==> src/rtl/lc4_seq_divider.sv <==
// Iterative 16-bit unsigned restoring divider for the LC4 DIV/MOD datapath.
// Each RUN cycle performs one restoring step through a shared cla16 subtractor.

module cla16 (
    input  logic [15:0] i_a,
    input  logic [15:0] i_b,
    input  logic        i_cin,
    output logic [15:0] o_sum
);
    logic [14:0] w_g;
    logic [15:0] w_p;
    logic [15:0] w_c;
    logic [2:0]  w_gg;
    logic [2:0]  w_gp;
    logic [3:0]  w_gc;

    // Carries into positions 0..3 of a 4-wide block, in flat lookahead form.
    function automatic logic [3:0] f_look(input logic [2:0] g, input logic [2:0] p, input logic c0);
        f_look[0] = c0;
        f_look[1] = g[0] | (p[0] & c0);
        f_look[2] = g[1] | (p[1] & g[0]) | (p[1] & p[0] & c0);
        f_look[3] = g[2] | (p[2] & g[1]) | (p[2] & p[1] & g[0]) | (p[2] & p[1] & p[0] & c0);
    endfunction

    assign w_g = i_a[14:0] & i_b[14:0];
    assign w_p = i_a ^ i_b;

    for (genvar j = 0; j < 3; j++) begin : g_grp
        assign w_gp[j] = &w_p[4*j +: 4];
        assign w_gg[j] = w_g[4*j+3]
                       | (w_p[4*j+3] & w_g[4*j+2])
                       | (w_p[4*j+3] & w_p[4*j+2] & w_g[4*j+1])
                       | (w_p[4*j+3] & w_p[4*j+2] & w_p[4*j+1] & w_g[4*j]);
    end

    for (genvar j = 0; j < 4; j++) begin : g_bit
        assign w_c[4*j +: 4] = f_look(w_g[4*j +: 3], w_p[4*j +: 3], w_gc[j]);
    end

    assign w_gc  = f_look(w_gg, w_gp, i_cin);
    assign o_sum = w_p ^ w_c;
endmodule

module lc4_seq_divider (
    input  logic        clk,
    input  logic        rst_n,
    input  logic        start_valid,
    output logic        start_ready,
    input  logic [15:0] dividend,
    input  logic [15:0] divisor,
    output logic        busy,
    output logic        done_valid,
    input  logic        done_ready,
    output logic [15:0] quotient,
    output logic [15:0] remainder,
    output logic        div_by_zero
);
    localparam logic [1:0] S_IDLE = 2'd0;
    localparam logic [1:0] S_RUN  = 2'd1;
    localparam logic [1:0] S_DONE = 2'd2;

    logic [1:0]  r_state;
    logic [15:0] r_rem;
    logic [15:0] r_quo;
    logic [15:0] r_dvs;
    logic [4:0]  r_count;
    logic        r_dbz;

    logic [15:0] w_shifted;
    logic [15:0] w_b;
    logic [15:0] w_diff;
    logic        w_cout;
    logic        w_ge;

    assign w_shifted = {r_rem[14:0], r_quo[15]};
    assign w_b       = ~r_dvs;

    cla16 u_cla16 (
        .i_a   (w_shifted),
        .i_b   (w_b),
        .i_cin (1'b1),
        .o_sum (w_diff)
    );

    // Bit-15 carry recovered from the sum: when p15=1 the incoming carry is ~sum15.
    assign w_cout = (w_shifted[15] & w_b[15]) | ((w_shifted[15] ^ w_b[15]) & ~w_diff[15]);
    assign w_ge   = r_rem[15] | w_cout;

    assign start_ready = (r_state == S_IDLE);
    assign busy        = (r_state != S_IDLE);
    assign done_valid  = (r_state == S_DONE);
    assign quotient    = r_quo;
    assign remainder   = r_rem;
    assign div_by_zero = r_dbz;

    // NOTE: every state register is async-cleared so a mid-operation reset leaves no stale result.
    always_ff @(posedge clk or negedge rst_n) begin
        if (!rst_n) begin
            r_state <= S_IDLE;
            r_rem   <= '0;
            r_quo   <= '0;
            r_dvs   <= '0;
            r_count <= '0;
            r_dbz   <= 1'b0;
        end else begin
            // NOTE: non-blocking assignments so every step reads the pre-edge rem/quo pair.
            case (r_state)
                S_IDLE: begin
                    if (start_valid) begin
                        r_dvs   <= divisor;
                        r_rem   <= '0;
                        r_count <= '0;
                        if (divisor == 16'd0) begin
                            r_quo   <= '0;
                            r_dbz   <= 1'b1;
                            r_state <= S_DONE;
                        end else begin
                            r_quo   <= dividend;
                            r_dbz   <= 1'b0;
                            r_state <= S_RUN;
                        end
                    end
                end
                S_RUN: begin
                    r_rem   <= w_ge ? w_diff : w_shifted;
                    r_quo   <= {r_quo[14:0], w_ge};
                    r_count <= r_count + 5'd1;
                    if (r_count == 5'd15) begin
                        r_state <= S_DONE;
                    end
                end
                S_DONE: begin
                    if (done_ready) begin
                        r_state <= S_IDLE;
                    end
                end
                default: r_state <= S_IDLE;
            endcase
        end
    end
endmodule

==> config.mk <==
export PLATFORM = sky130hd
export DESIGN_NAME = lc4_seq_divider
export DESIGN_NICKNAME = d
export VERILOG_FILES = /design/src/rtl/lc4_seq_divider.sv
export SDC_FILE = /design/constraint.sdc
export NUM_CORES = 1
export LEC_CHECK = 0
export ABC_CLOCK_PERIOD_IN_PS = 3750
export BUFFER_PORTS_ARGS = -buffer_cell sky130_fd_sc_hd__buf_4
export CAP_MARGIN = 20
export CORE_MARGIN = 5
export CORE_UTILIZATION = 53
export DETAILED_ROUTE_END_ITERATION = 10
export PLACE_DENSITY = 0.9
export SLEW_MARGIN = 20
export SYNTH_ARGS = -nofsm -noshare
export SYNTH_HDL_FRONTEND = slang
export SYNTH_SLANG_ARGS = --single-unit
==> constraint.sdc <==
create_clock -name clk -period 3.75 [get_ports clk]
set_input_delay 1.125 -clock clk [delete_from_list [all_inputs] [get_ports clk]]
set_output_delay 1.125 -clock clk [all_outputs]
set_load 0.03 [all_outputs]
After elaboration in Yosys (flattened, before gate mapping). Cells that the tools add are included.

Output and inout port bits: 36. Logic and storage cells: 140. Bits of input ports: 36. Register bits after elaboration: 56.

Equality and inequality tests: 6. Add/sub/neg operators: 1. Reduce and logical (&&, ||, !) cells: 10. Bitwise operators: 103. Muxes and demuxes: 14.

Operators by type and width (number): $mux W16 (4); $pmux W16 S2 (2); $and A1 B1 Y1 (56); $or A1 B1 Y1 (41); $xor A16 B16 Y16 (2); $logic_not A16 Y1 (1); $not A16 Y16 (1); $and A15 B15 Y15 (1); $reduce_and A4 Y1 (3); $pmux W5 S2 (1); $mux W2 (4); $pmux W2 S3 (1); $add A5 B1 Y5 const B (1); $eq A5 B4 Y1 const B (1); $mux W5 (1); $ne A2 B2 Y1 const B (2); $reduce_and A2 Y1 (2); $reduce_bool A2 Y1 (2); $reduce_and A3 Y1 (1); $eq A2 B1 Y1 const B (1); $eq A2 B2 Y1 const B (1); $logic_not A2 Y1 (1); $ne A2 B1 Y1 const B (1); $mux W1 (1); other kinds (2) (2).

Depth between registers and ports, before layout. Gate-level depths: netlist of the first run.

Word-level depth: 19. Depth in mapped cells: 13.

Hierarchy. From an unflattened synthesis of the first run, not the netlist that was laid out.

Cell total of the unflattened synthesis: 353. Area total of the unflattened synthesis: 3412.0 um^2.

Modules (own cells, without submodules): lc4_seq_divider (area each 2726.4 um^2, instances 1, cells an instance 276); cla16 (area each 685.7 um^2, instances 1, cells an instance 77).

Worst setup path after synthesis of the first run. No wires, ideal clock.

Path kind: reg-to-reg. Start: register r_quo[15], in the netlist quotient[15]. End: register r_rem[12], in the netlist remainder[12]. Path buffers: 1. Setup slack: 0.511 ns. Cell stages (with the launch flop): 13. Arrival: 3.106 ns. Required time: 3.617 ns. Cells stage by stage: dfrtp_1 -> inv_1 -> ha_1 -> o21ai_0 -> a221o_2 -> nor3_2 -> o41ai_2 -> o21bai_1 -> fa_1 -> nor2_1 -> clkbuf_1 -> mux2i_1 -> o21ai_0.

Word-level cells in the longest chain between the ends: 15. Elaborated cells on any way between the ends: 18. Classes of those cells: 2 x mux; 15 x bitwise; 1 x reduce/logical.

RTL lines: from (decl) (RTL line 64) `logic [15:0] r_quo;`; from (signal assigned) (RTL line 118) `r_quo <= dividend;`; from (signal assigned) (RTL line 126) `r_quo <= {r_quo[14:0], w_ge};`; $and A15 B15 Y15 (RTL line 25) `assign w_g = i_a[14:0] & i_b[14:0];`; $and A1 B1 Y1 (RTL line 33) `| (w_p[4*j+3] & w_p[4*j+2] & w_p[4*j+1] & w_g[4*j]);`; $or A1 B1 Y1 (RTL line 33); $and A1 B1 Y1 (RTL line 22) `f_look[3] = g[2] | (p[2] & g[1]) | (p[2] & p[1] & g[0]) | (p[2] & p[1] & p[0] & c0);`; $or A1 B1 Y1 (RTL line 22); $or A1 B1 Y1 (*) (RTL line 22); $and A1 B1 Y1 (RTL line 22); $or A1 B1 Y1 (RTL line 22); $xor A16 B16 Y16 (*) (RTL line 41) `assign o_sum = w_p ^ w_c;`; $not A1 Y1 (RTL line 86) `assign w_cout = (w_shifted[15] & w_b[15]) | ((w_shifted[15] ^ w_b[15]) & ~w_diff[15]);`; $and A1 B1 Y1 (RTL line 86); $or A1 B1 Y1 (RTL line 86); $or A1 B1 Y1 (RTL line 87) `assign w_ge = r_rem[15] | w_cout;`; $mux W16 (*) (RTL line 125) `r_rem <= w_ge ? w_diff : w_shifted;`; $pmux W16 S2 (*) (RTL line 107) `case (r_state)`; to (signal assigned) (RTL line 125); to (decl) (RTL line 63) `logic [15:0] r_rem;`.

Mark *: on every way between the ends. The rest lies on a longest branch, timed or not. A chain may end at the register's enable or synchronous reset.

Final worst setup path of the first run.
Start: register r_quo[15], in the netlist quotient[15]. End: register r_rem[14], in the netlist remainder[14].

Same word-level chain as after synthesis.

==> results of run 1 <==
==> metal layers <==
| metal | share of wire, % | routed length (um) | global-route usage [%] |
|---|---|---|---|
| met1 | 43 | 3210 | 27.4 |
| met2 | 49 | 3620 | 33.9 |
| met3 | 5.8 | 429 | 5.04 |
| met4 | 2.1 | 159 | 7.93 |
| met5 | 0 | 0 | 0 |
==> area by class of cell <==
type / instances / area (um2)
Clock buffer: 5 / 68.8
Sequential cell: 56 / 1400
Tap cell: 72 / 90.1
Timing Repair Buffer: 76 / 571
Inverter: 23 / 86.3
Fill cell: 436 / 1780
Clock inverter: 3 / 47.5
Multi-Input combinational cell: 252 / 1530
==> cells by family (layout without fill, tap and decap cells) <==
family	count (synthesis)	in the layout
flops	56	56
mux	4	4
buf+inv	43	107
xor+xnor	9	9
fa+ha+maj	22	22
simple gates	127	127
compound gates	90	90
==> registers in the layout, indices dropped and copies added, names as in the netlist <==
| register | cells |
|---|---|
| r_dvs | 16 |
| r_count | 5 |
| div_by_zero | 1 |
| quotient | 16 |
| remainder | 16 |
| r_state | 2 |
==> through the flow <==
step	instances	utilization [%]	worst slack [ns]	power (mW)
floorplan	351	-	0.511	3.05
global placement	479	65.8	0.680	3.67
detailed placement	479	65.8	0.568	3.80
CTS	487	67.9	0.513	4.22
global route	487	68.1	0.259	4.60
finish	487	68.1	0.441	4.22
==> cell usage in the layout, fill, tap and decap left out, types with 2 or more instances in the layout <==
| cell | n |
|---|---|
| buf_4 | 76 |
| dfrtp_1 | 56 |
| nand2_1 | 47 |
| o21ai_0 | 42 |
| nand3_1 | 29 |
| nor2_1 | 28 |
| inv_1 | 23 |
| ha_1 | 18 |
| a31oi_1 | 17 |
| a21oi_1 | 15 |
| xnor2_1 | 5 |
| clkbuf_8 | 5 |
| nand4_1 | 4 |
| mux2i_1 | 4 |
| xor2_1 | 4 |
| nor4_1 | 4 |
| fa_1 | 4 |
| nor3_1 | 3 |
| o21a_1 | 3 |
| a22oi_1 | 3 |
| a32oi_1 | 3 |
| or2_2 | 2 |
| nor2b_1 | 2 |
| and2_1 | 2 |
| clkinv_4 | 2 |
==> final timing paths <==
path / from / to / slack, ns / depth (start not counted)
min in group asynchronous: rst_n / r_dvs[14] / 0.84 / 1
max: quotient[15] / remainder[14] / 0.44 / 12
min reg2reg: r_count[3] / r_count[3] / 0.48 / 1
max in group asynchronous: rst_n / r_dvs[1] / 2.44 / 1
max reg2reg: quotient[15] / remainder[14] / 0.44 / 12
min: r_count[3] / r_count[3] / 0.48 / 1
==> power by group <==
| group | internal, mW | switching [mW] | leakage (nW) |
|---|---|---|---|
| sequential | 0.908 | 0.229 | 0.658 |
| combinational | 1.08 | 1.58 | 1.05 |
| clock | 0.202 | 0.217 | 0.0583 |
| total | 2.19 | 2.03 | 1.77 |
==> results.cfg, run 1 <==
[outcome]
status = complete, no violations

[timing]
fin_crit_sh_pct = 88.2
setup_viol = 0
hold_slack_ns = 0.484
slew_viol_final = 0
fin_worst_skew_ns = 0.00560
rsz0062_at_grt = false
tns_ns = 0
relSlewSlack_pct = 53.0
hold_violations = 0
worst_slew_pin_slew_ns = 0.705
period_needed_ns = 3.31
fmax_mhz = 302

[route]
drtAntennaViolNets = 0
drtIter0Drc = 222
post-route-drc-count = 0
first_pass_iters = 4
detail_route.wl_per_cell_um = 15.2
routed_via_density = 5.73
vias = 2789
totalWireLength_um = 7410

[clocking]
clk_latency_ns = 0.32
cts.sinks = 56
htreeDepth = 2
root_buffer = clkbuf_8
cts_buffers = 5
clk_pin_slew_ns = 0.11
post_cts_buffers = 0
cts.repair.resized = 0
tritoncts = built
cts_hold_buf = 0
cts_max_path_buffers = 2

[yosys]
synth_xor_xnor_area_share_pct = 2.56
yosysSeqAreaShare_pct = 45.4
synth_compound_area_share_pct = 17.0
syn_avg_cell_area_um2 = 8.79
yosysMostFrequentCell = dfrtp_1
yosys.cell_types.count = 36
synth_seq_cells = 56
synth_area_leaders = dfrtp_1 (45%), ha_1 (7.3%), o21ai_0 (6.8%)
async_reset_ff_share_pct = 100
synth_edf_count = 0
synthSimpleGateAreaFrac_pct = 18.5
yosys.area.top_type = dfrtp_1
synthMuxAreaShare_pct = 1.30
syn_area_um2 = 3080
yosysWarnings = 0
synthCells = 351
syn-num-nets = 409
synth_top_area_share_pct = 45.4
synth_top_family_by_area = simple AND/OR/NAND/NOR gates
ys.flop_type = dfrtp_1
synth_common_cells = dfrtp_1 (56), nand2_1 (48), o21ai_0 (42)
yosys.area_share.adder_pct = 9.90

[pwr]
p_leak_nw = 1.77
worst_ir_drop_vdd_uv = 470
power-per-cell-area_nw_per_um2 = 1110

[layout]
nets = 472
num_antenna_cells = 0
drive_above_1_share_pct = 21.9
area_growth_pct = 23.0
final_area_um2 = 3790

[placement]
dp_hpwl_um = 5440
routabilityCongestion = 0.828
port_buffers = 71
dpl_cell_area_um2 = 3670

[global_routing]
antenna_found_initial = 0
grt_pass1_vias = 2814
grt_max_degree = 64
grt_first_pass_wirelength_um = 12700
grt-ovfl-total = 0
grt.total_usage_pct = 21.0

[job]
cap_viol_max_count = 0

[worst_setup_path]
endpoint_kind = flop
critical_path_required_ns = 4.01
critPathLaunchType = flop
critPathArrivalTime_ns = 3.57
crit_type = reg -> reg
cp_max_fo = 7
slowest_delay_ns = 0.43
cp_num_buf_inv = 1
slowest_stage = dfrtp_1
critPathTopFamily = compound AO/OA/AOI/OAI gates
path_cells = inv_1 > ha_1 > o21ai_0 > a221o_2 > nor3_2 > o41ai_2 > o21bai_1 > fa_1 > or2_2 > nor2_1 > a22oi_1 > nand3_1

[floorplan]
die_w_um = 86.3
core_area_um2 = 5570
rows = 27
floorplan.die_area_um2 = 7450
start_util_pct = 55.3
die_h_um = 86.3
ios = 72

[hold_path]
hp-class = reg -> reg
(Power assumes the default switching activity.)
==> run 2, diff against run 1 <==
==> constraint.sdc (replaced) <==
create_clock -name clk -period 3.75 [get_ports clk]
set_input_delay 0.75 -clock clk [delete_from_list [all_inputs] [get_ports clk]]
set_output_delay 0.75 -clock clk [all_outputs]
set_load 0.03 [all_outputs]
==> run 2 against run 1 <==
Effect of this change:
- die area unchanged
- combinational power about the same
- clock-buffer cell count unchanged
- sequential power about the same
- final cell count unchanged
- highest routed layer unchanged
- worst hold slack worse by 0.023 ns
- total power down 1.5%
- largest power group unchanged
- global-route usage up 0.23 points
==> results.cfg, run 2 (synthesized netlist as in run 1, its figures left out) <==
[outcome]
status = complete, no violations

[timing]
fin_worst_skew_ns = 0.00738
fin_crit_sh_pct = 88.7
tns_ns = 0
slew_viol_final = 0
fmax_mhz = 301
relSlewSlack_pct = 53.3
setup_viol = 0
worst_slew_pin_slew_ns = 0.700
hold_violations = 0
rsz0062_at_grt = false
period_needed_ns = 3.33

[clocking]
clk_latency_ns = 0.32
cts.sinks = 56
cts.repair.resized = 0
post_cts_buffers = 0
htreeDepth = 2
cts_buffers = 5
cts_max_path_buffers = 2
cts_hold_buf = 0
root_buffer = clkbuf_8
tritoncts = built
clk_pin_slew_ns = 0.11

[floorplan]
rows = 27
core_area_um2 = 5570
floorplan.die_area_um2 = 7450
die_h_um = 86.3
die_w_um = 86.3
ios = 72
start_util_pct = 55.3

[placement]
dpl_cell_area_um2 = 3670
port_buffers = 71
dp_hpwl_um = 5570
routabilityCongestion = 0.837

[global_routing]
grt.total_usage_pct = 21.2
grt_pass1_vias = 2782
grt_first_pass_wirelength_um = 12800
grt-ovfl-total = 0
antenna_found_initial = 0
grt_max_degree = 64

[layout]
drive_above_1_share_pct = 21.9
layout_commonest_cell = buf_4
area_growth_pct = 22.2
nets = 472
final_cell_mix = buf_4 (76), dfrtp_1 (56), nand2_1 (47), o21ai_0 (42), nand3_1 (29)
final_area_um2 = 3770
num_antenna_cells = 0

[route]
post-route-drc-count = 0
detail_route.wl_per_cell_um = 15.6
drtIter0Drc = 288
routed_via_density = 5.72
first_pass_iters = 4
totalWireLength_um = 7600
vias = 2788
drtAntennaViolNets = 0

[worst_setup_path]
endpoint_kind = flop
cp_max_fo = 7
crit_type = reg -> reg
critical_path_required_ns = 3.99
critPathLaunchType = flop
critPathArrivalTime_ns = 3.56

[job]
cap_viol_max_count = 0

[pwr]
power-per-cell-area_nw_per_um2 = 1100
worst_ir_drop_vdd_uv = 521
p_total_mw = 4.16
p_leak_nw = 1.75

[hold_path]
hp-class = in -> async
[run 2: cell count changes in the layout (fill, tap and decap cells not counted), sizes merged]
cell,previous run,this run
clkinv,2,1
bufinv,1,0
clkinvlp,0,2
[run 2: cell type report]
cell class                      count  area [um2]
Tap cell                           72        90.1
Fill cell                         459        1800
Clock inverter                      3        23.8
Clock buffer                        5        68.8
Multi-Input combinational cell    252        1530
Inverter                           23        86.3
Sequential cell                    56        1400
Timing Repair Buffer               76         571
[run 2: worst paths after layout]
check | startpoint | endpoint | slack (ns) | cells after the start
setup / recovery | quotient[15] | remainder[10] | 0.42 | 12
hold / removal | rst_n | r_dvs[6] | 0.46 | 1
setup reg to reg | quotient[15] | remainder[10] | 0.42 | 12
hold reg to reg | r_count[3] | r_count[3] | 0.50 | 1
max in group asynchronous | rst_n | quotient[0] | 2.82 | 1
min in group clk | r_count[3] | r_count[3] | 0.50 | 1
[run 2: worst max-delay path: stages (launching register included)]
cell and delay (ns):
dfrtp_1 0.44, inv_1 0.06, ha_1 0.32, o21ai_0 0.25, a221o_2 0.25, nor3_2 0.06, o41ai_2 0.39, o21bai_1 0.12
fa_1 0.40, or2_2 0.37, nor2_1 0.33, a32oi_1 0.10, o21ai_0 0.13
[run 2: where the power goes]
group / internal (mW) / leakage (nW) / switching [mW]
clock: 0.133 / 0.0404 / 0.212
combinational: 1.08 / 1.05 / 1.60
sequential: 0.909 / 0.658 / 0.232
[run 2: per-stage QoR]
step,worst slack [ns],hold WS (ns),instances,utilization [%]
5_1_grt,0.218,0.502,487,67.6
3_5_place_dp,0.556,0.478,479,65.8
2_1_floorplan,0.511,0.449,351,-
6_report,0.425,0.460,487,67.6
3_3_place_gp,0.680,0.472,479,65.8
4_1_cts,0.477,0.494,487,67.5
[run 2: routing by layer]
metal  global-route usage (%)  wire [um]  up-vias
met3                     4.28        485       10
met1                     27.5       3180     1358
met4                     5.81         85        0
li1                         -          -     1340
met5                        0          0        -
met2                     36.3       3860       80
==> run 3, diff against run 2 <==
--- a/config.mk
+++ b/config.mk
@@ -11,6 +11,7 @@
 export CORE_MARGIN = 5
 export CORE_UTILIZATION = 53
 export DETAILED_ROUTE_END_ITERATION = 10
+export MAX_ROUTING_LAYER = met4
 export PLACE_DENSITY = 0.9
 export SLEW_MARGIN = 20
 export SYNTH_ARGS = -nofsm -noshare
==> run 3 against run 2 <==
Effect of this change:
- worst hold slack barely moved
- register-to-register slack improved by 0.04 ns
- fmax rose by 1.2%
==> results.cfg, run 3 (synthesized netlist as in run 1, its figures left out) <==
[outcome]
status = complete, no violations

[timing]
hold_violations = 0
fin_ws_ns = 0.464
fin_crit_sh_pct = 87.6
slew_viol_final = 0
fin_worst_skew_ns = 0.00806
relSlewSlack_pct = 53.3
period_needed_ns = 3.29
tns_ns = 0
rsz0062_at_grt = false
fmax_mhz = 304
hold_slack_ns = 0.461
setup_viol = 0
worst_slew_pin_slew_ns = 0.700

[clocking]
htreeDepth = 2
cts.repair.resized = 0
cts_max_path_buffers = 2
tritoncts = built
root_buffer = clkbuf_8
clk_pin_slew_ns = 0.11
cts_hold_buf = 0
cts.sinks = 56
cts_buffers = 5
post_cts_buffers = 0
clk_latency_ns = 0.32

[pwr]
p_total_mw = 4.15
p_leak_nw = 1.75
power-per-cell-area_nw_per_um2 = 1100
worst_ir_drop_vdd_uv = 521

[placement]
dp_hpwl_um = 5570
dpl_cell_area_um2 = 3670
routabilityCongestion = 0.850
pre_cts_slack_ns = 0.556
placed_cells = 479
port_buffers = 71

[floorplan]
core_area_um2 = 5570
die_w_um = 86.3
ios = 72
floorplan.die_area_um2 = 7450
start_util_pct = 55.3
rows = 27
die_h_um = 86.3

[route]
routed_via_density = 5.67
totalWireLength_um = 7590
drtIter0Drc = 284
post-route-drc-count = 0
vias = 2759
first_pass_iters = 4
drtAntennaViolNets = 0
detail_route.wl_per_cell_um = 15.6

[worst_setup_path]
critPathLaunchType = flop
critical_path_required_ns = 3.99
cp_max_fo = 7
critPathArrivalTime_ns = 3.52
crit_type = reg -> reg
endpoint_kind = flop

[layout]
drive_above_1_share_pct = 21.9
final_area_um2 = 3770
nets = 472
final_cell_mix = buf_4 (76), dfrtp_1 (56), nand2_1 (47), o21ai_0 (42), nand3_1 (29)
final_util_pct = 67.6
area_growth_pct = 22.2
num_antenna_cells = 0
nFillCells = 459
layout_commonest_cell = buf_4
final_cell_count_no_fill = 487

[global_routing]
grt_pass1_vias = 2781
grt_max_degree = 64
grt-ovfl-total = 0
grt_first_pass_wirelength_um = 12800
antenna_found_initial = 0
grt.total_usage_pct = 21.8

[job]
cap_viol_max_count = 0

[hold_path]
hp-class = in -> async
[run 3: power breakdown]
part	switching (mW)	internal, mW	leakage, nW
Sequential	0.233	0.909	0.658
Combinational	1.59	1.08	1.05
Clock	0.212	0.133	0.0404
[run 3: final cells by class]
| class | instances | area (um2) | share of cell area (%) |
|---|---|---|---|
| multi-input cells | 252 | 1530 | 40.6 |
| well taps | 72 | 90.1 | 2.39 |
| repair buffers | 76 | 571 | 15.1 |
| flip-flops and latches | 56 | 1400 | 37.2 |
| clock inverters | 3 | 23.8 | 0.631 |
| inverters | 23 | 86.3 | 2.29 |
| clock buffers | 5 | 68.8 | 1.83 |
[run 3: path summary, 6_finish.rpt]
check | startpoint | depth (start not counted) | slack (ns) | to
setup / recovery | quotient[15] | 12 | 0.46 | remainder[10]
hold / removal | rst_n | 1 | 0.46 | r_dvs[6]
setup reg to reg | quotient[15] | 12 | 0.46 | remainder[10]
hold reg to reg | r_count[3] | 1 | 0.50 | r_count[3]
max in group asynchronous | rst_n | 1 | 2.82 | quotient[0]
min in group clk | r_count[3] | 1 | 0.50 | r_count[3]
[run 3: worst max-delay path, stage by stage, from the launching register on]
cell	delay, ns
dfrtp_1	0.44
inv_1	0.06
ha_1	0.32
o21ai_0	0.25
a221o_2	0.25
nor3_2	0.06
o41ai_2	0.38
o21bai_1	0.12
fa_1	0.40
or2_2	0.37
nor2_1	0.31
a32oi_1	0.10
o21ai_0	0.13
[run 3: metal layers]
layer	vias up	routed length (um)	GRT usage [%]
li1	1340	-	-
met1	1336	3230	27.6
met3	10	439	4.09
met4	0	95	5.81
met2	73	3820	36.3
met5	-	0	-
